$ cat config.mk
export PLATFORM = sky130hd
export DESIGN_NAME = fir_serial_mac
export DESIGN_NICKNAME = d
export VERILOG_FILES = /design/src/rtl/fir_serial_mac.sv
export SDC_FILE = /design/constraint.sdc
export NUM_CORES = 1
export LEC_CHECK = 0
export BUFFER_PORTS_ARGS = -buffer_cell sky130_fd_sc_hd__buf_4
export CAP_MARGIN = 20
export CORE_MARGIN = 2
export CORE_UTILIZATION = 53
export CTS_CLUSTER_DIAMETER = 30
export DETAILED_ROUTE_END_ITERATION = 10
export PLACE_DENSITY = 0.78
export SYNTH_ARGS = -nofsm -noshare
export SYNTH_HDL_FRONTEND = slang
export SYNTH_SLANG_ARGS = --single-unit
$ cat constraint.sdc
create_clock -name i_clk -period 14.13 [get_ports i_clk]
set_input_delay 2.826 -clock i_clk [delete_from_list [all_inputs] [get_ports i_clk]]
set_output_delay 2.826 -clock i_clk [all_outputs]
set_load 0.05 [all_outputs]
$ cat src/rtl/fir_serial_mac.sv
// Runtime-programmable FIR filter with a single time-shared multiply-accumulate unit.
// Samples and results use valid/ready handshakes; the result is rounded and saturated.
module fir_serial_mac #(
  parameter int unsigned NTAPS = 16,
  parameter int unsigned IW    = 12,
  parameter int unsigned TW    = 12,
  parameter int unsigned OW    = 16,
  parameter int unsigned SHIFT = 8
) (
  input  logic                       i_clk,
  input  logic                       i_reset_n,
  input  logic                       i_tap_wr,
  input  logic [$clog2(NTAPS)-1:0]   i_tap_addr,
  input  logic signed [TW-1:0]       i_tap_data,
  output logic                       o_tap_err,
  input  logic                       i_valid,
  output logic                       o_ready,
  input  logic signed [IW-1:0]       i_sample,
  output logic                       o_valid,
  input  logic                       i_ready,
  output logic signed [OW-1:0]       o_result
);

  localparam int unsigned AddrW = $clog2(NTAPS);
  localparam int unsigned PW    = IW + TW;
  localparam int unsigned AW    = PW + AddrW;
  localparam logic [AddrW-1:0] LastIdx = AddrW'(NTAPS - 1);
  localparam logic signed [AW:0] RoundC =
    (SHIFT == 0) ? '0 : ((AW + 1)'(1) << ((SHIFT == 0) ? 0 : SHIFT - 1));

  typedef enum logic [1:0] {StIdle, StMac, StOut} state_t;

  state_t                  r_state, w_state_next;
  logic signed [TW-1:0]    r_taps [NTAPS];
  logic signed [IW-1:0]    r_x    [NTAPS];
  logic [AddrW-1:0]        r_wptr, r_idx, w_wptr_inc, w_rd;
  logic signed [AW-1:0]    r_acc, w_acc_sum;
  logic signed [PW-1:0]    w_prod;
  logic signed [AW:0]      w_rnd, w_shr;
  logic [AW-OW+1:0]        w_hi;
  logic signed [OW-1:0]    r_result, w_sat;
  logic                    r_valid, r_tap_err;
  logic                    w_accept, w_last, w_tap_ok;

  assign o_ready   = (r_state == StIdle);
  assign o_valid   = r_valid;
  assign o_result  = r_result;
  assign o_tap_err = r_tap_err;

  assign w_tap_ok   = (32'(i_tap_addr) < NTAPS);
  assign w_wptr_inc = (r_wptr == LastIdx) ? '0 : r_wptr + 1'b1;
  // Circular read index: newest sample sits at r_wptr, tap k reads k steps back.
  assign w_rd = (r_wptr >= r_idx) ? r_wptr - r_idx
                                  : AddrW'(NTAPS - 32'(r_idx) + 32'(r_wptr));

  assign w_prod    = r_taps[r_idx] * r_x[w_rd];
  assign w_acc_sum = r_acc + AW'(w_prod);
  assign w_rnd     = (AW + 1)'(w_acc_sum) + RoundC;
  assign w_shr     = w_rnd >>> SHIFT;
  assign w_hi      = w_shr[AW:OW-1];

  always_comb begin
    w_sat = w_shr[OW-1:0];
    if (!((&w_hi) || !(|w_hi))) begin
      w_sat = w_shr[AW] ? {1'b1, {(OW - 1){1'b0}}} : {1'b0, {(OW - 1){1'b1}}};
    end
  end

  always_comb begin
    w_state_next = r_state;
    w_accept     = 1'b0;
    w_last       = 1'b0;
    case (r_state)
      StIdle: begin
        if (i_valid) begin
          w_accept     = 1'b1;
          w_state_next = StMac;
        end
      end
      StMac: begin
        if (r_idx == LastIdx) begin
          w_last       = 1'b1;
          w_state_next = StOut;
        end
      end
      StOut: begin
        if (i_ready) w_state_next = StIdle;
      end
      default: w_state_next = StIdle;
    endcase
  end

  always_ff @(posedge i_clk or negedge i_reset_n) begin
    if (!i_reset_n) r_state <= StIdle;
    else            r_state <= w_state_next;
  end

  always_ff @(posedge i_clk or negedge i_reset_n) begin
    if (!i_reset_n) begin
      for (int unsigned i = 0; i < NTAPS; i++) begin
        r_taps[i] <= '0;
        r_x[i]    <= '0;
      end
      r_wptr    <= '0;
      r_idx     <= '0;
      r_acc     <= '0;
      r_result  <= '0;
      r_valid   <= 1'b0;
      r_tap_err <= 1'b0;
    end else begin
      // Writes outside IDLE are dropped so an in-flight result keeps its taps.
      r_tap_err <= i_tap_wr && ((r_state != StIdle) || !w_tap_ok);
      if (i_tap_wr && (r_state == StIdle) && w_tap_ok) r_taps[i_tap_addr] <= i_tap_data;
      if (w_accept) begin
        r_wptr          <= w_wptr_inc;
        r_x[w_wptr_inc] <= i_sample;
        r_acc           <= '0;
        r_idx           <= '0;
      end
      if (r_state == StMac) begin
        r_acc <= w_acc_sum;
        r_idx <= r_idx + 1'b1;
      end
      if (w_last) begin
        r_result <= w_sat;
        r_valid  <= 1'b1;
      end
      if ((r_state == StOut) && i_ready) r_valid <= 1'b0;
    end
  end

endmodule

==> flow_summary.yaml <==
outcome:
  run_status: "completed"
grt:
  grt_max_degree: 171
  grt_pass1_wl_mm: 106.6
  antenna_found_initial: 2
  grt_usage_pct: 25.04
  grt_overflow: 0
  grt_pass1_vias: 19860
yosys:
  synth_area_leaders: "dfrtp_1 40%, mux2_2 16%, fa_1 13%, mux4_2 8.5%, ha_1 3.8%"
  syn-cell-area_um2: 27860
  synth_top_area_share_pct: 39.52
  ys.warnings.count: 0
  synth-edff-count: 0
  ys_seq_elements: 440
  syn_area_per_cell_um2: 12.57
  yosysTopAreaCell: "dfrtp_1"
  ys_seq_area_share_pct: 39.52
  synth_nets: 2515
  ys_top_cells_by_count: "440 x dfrtp_1, 398 x mux2_2, 213 x inv_1"
  ys.flop_type: "dfrtp_1"
  synth_cells: 2217
  synth.most_common_cell: "dfrtp_1"
  async_reset_ff_share_pct: 100.0
  yosysUniqueCellTypes: 88
clock_tree:
  cts_num_sinks: 440
  ctsRootBufferMaster: "clkbuf_16"
  clk_pin_slew_ns: 0.05
  cts_buffer_depth: 3
  numCtsBuffers: 92
  hold_buffers: 0
  cts_tree: "done"
  cts_setup_buffers: 0
  cts_resized: 0
  clk_latency_ns: 0.65
  htreeDepth: 3
critical_path:
  startpoint_type: "flip-flop"
  worstPathArrival_ns: 12.02
  end_kind: "flip-flop"
  slowest_stage: "fa_2"
  slowest_delay_ns: 1.26
  worstPathMaxFanout: 51
  crit_required_ns: 14.60
  crit_type: "reg2reg"
sta:
  fin_skew_ns: 0.06023
  drv_slew: 0
  setup_viol: 0
  finalHoldViolCount: 0
  fin_tns_setup_ns: 0
  grt_setup_unrepaired: "no"
  worst_slew_pin_slew_ns: 1.132
  slew_headroom_pct: 24.53
  period_share_pct: 81.76
  fmax_mhz: 86.56
  fin_crit_ns: 11.55
cells_and_area:
  fill_cells: 3736
  drive_gt1_share_pct: 34.28
  regArea_um2: 11020
  multi_input_area_um2: 15500
  num-nets-final: 2550
  syn_to_final_growth_pct: 15.69
detailed_routing:
  vias_per_cell: 5.914
  antenna_left: 0
  drc: 0
  first_pass_iters: 5
  wl_per_cell_um: 21.42
  vias: 17840
  first_iter_violations: 1169
  routed_wirelength_mm: 64.64
floorplanning:
  initial_core_util_pct: 53.34
  die_h_um: 233.3
  row_count: 84
  fp.coreArea_um2: 52240
  io_pins: 52
  dieWidth_um: 233.3
  die_area_um2: 54420
placement:
  dpl.hpwl_mm: 42.60
  place_congestion: 0.8979
  io_buffers: 51
flow_run:
  cap_viol_max_count: 0
min_path:
  min_path_type: "reg2reg"
[area by class of cell]
cell class	count	area share (%)
Multi-Input combinational cell	1419	48.10
Inverter	213	2.480
Clock inverter	55	2.620
Sequential cell	440	34.18
Clock buffer	115	7.876
Tap cell	688	2.671
Timing Repair Buffer	86	2.065
Antenna cell	1	0.007764
[cells by family (layout without fill, tap and decap cells)]
logic type      Yosys count  count (layout)  share of synthesized area [%]
buf+inv                 358             469                          5.021
xor+xnor                 39              39                          1.226
mux                     521             521                          25.22
other cells               0               1                              0
flops                   440             440                          39.52
simple gates            407             407                          7.451
compound gates          187             187                          4.783
fa+ha+maj               265             265                          16.78
[per-stage QoR]
stage               util, %  cell area (um2)  std cells  worst slack [ns]  hold slack [ns]
CTS                   61.70            32230       3016             2.624           0.4878
floorplan                 -            27860       2217             4.172           0.4498
global placement      55.22            28850       2846             2.971           0.4685
detailed placement    55.22            28850       2846             2.654           0.4765
finish                61.71            32230       3017             2.577           0.4864
global route          61.71            32230       3017             1.954           0.5048
[cell usage in the layout, fill, tap and decap left out, types with 11 or more instances in the layout]
cell	n
mux2_2	398
o21ai_0	44
nand2b_1	24
xnor2_1	22
nor3_1	12
nand3_1	40
nor2_1	70
dfrtp_1	438
mux2i_1	18
clkbuf_16	92
bufinv_16	15
ha_1	83
fa_1	180
clkbuf_8	15
inv_1	213
nor2b_1	57
a21oi_1	37
xor2_1	15
nand2_1	132
and2_1	12
nand4_1	11
mux4_2	105
buf_4	84
clkinvlp_4	11
a21o_1	11
[worst max-delay path: cells and delay by family, from the launching register on]
| family | cells | cell delay [ns] |
|---|---|---|
| buffers and inverters | 7 | 1.56 |
| multiplexers | 4 | 1.18 |
| flip-flops | 1 | 0.34 |
| AND/OR/NAND/NOR | 4 | 0.92 |
| AO/OA/AOI/OAI | 6 | 2.51 |
| adder cells (fa/ha/maj) | 8 | 4.86 |
[state kept, by name (all words and copies together), names as in the netlist, 2 cells and up]
name	flops
o_result	16
r_acc	28
r_idx	4
r_state	2
r_taps	192
r_wptr	4
r_x	192
[routing by layer]
| metal | share of wire [%] | global-route usage [%] | routed length [um] | vias up |
|---|---|---|---|---|
| li1 | - | - | - | 7751 |
| met1 | 42 | 32.86 | 27400 | 9372 |
| met2 | 49 | 41.43 | 31720 | 569 |
| met3 | 5.5 | 4.797 | 3573 | 148 |
| met4 | 3.0 | 9.534 | 1925 | 2 |
| met5 | 0.019 | 0 | 12 | - |
[worst paths after layout]
path,start,to,slack [ns],cells after the start
worst max-delay path,r_idx[1]$_DFFE_PN0P_,o_result[9]$_DFFE_PN0P_,2.58,29
worst min-delay path,o_result[15]$_DFFE_PN0P_,o_result[15]$_DFFE_PN0P_,0.49,2
worst max register to register,r_idx[1]$_DFFE_PN0P_,o_result[9]$_DFFE_PN0P_,2.58,29
worst min register to register,o_result[15]$_DFFE_PN0P_,o_result[15]$_DFFE_PN0P_,0.49,2
max in group asynchronous,i_reset_n,r_idx[0]$_DFFE_PN0P_,9.38,3
min in group asynchronous,i_reset_n,r_x[126]$_DFFE_PN0P_,2.30,1
Power is left out: the tool's default activity adds up to more than one toggle a clock period on the data nets, which glitch-free logic cannot reach.
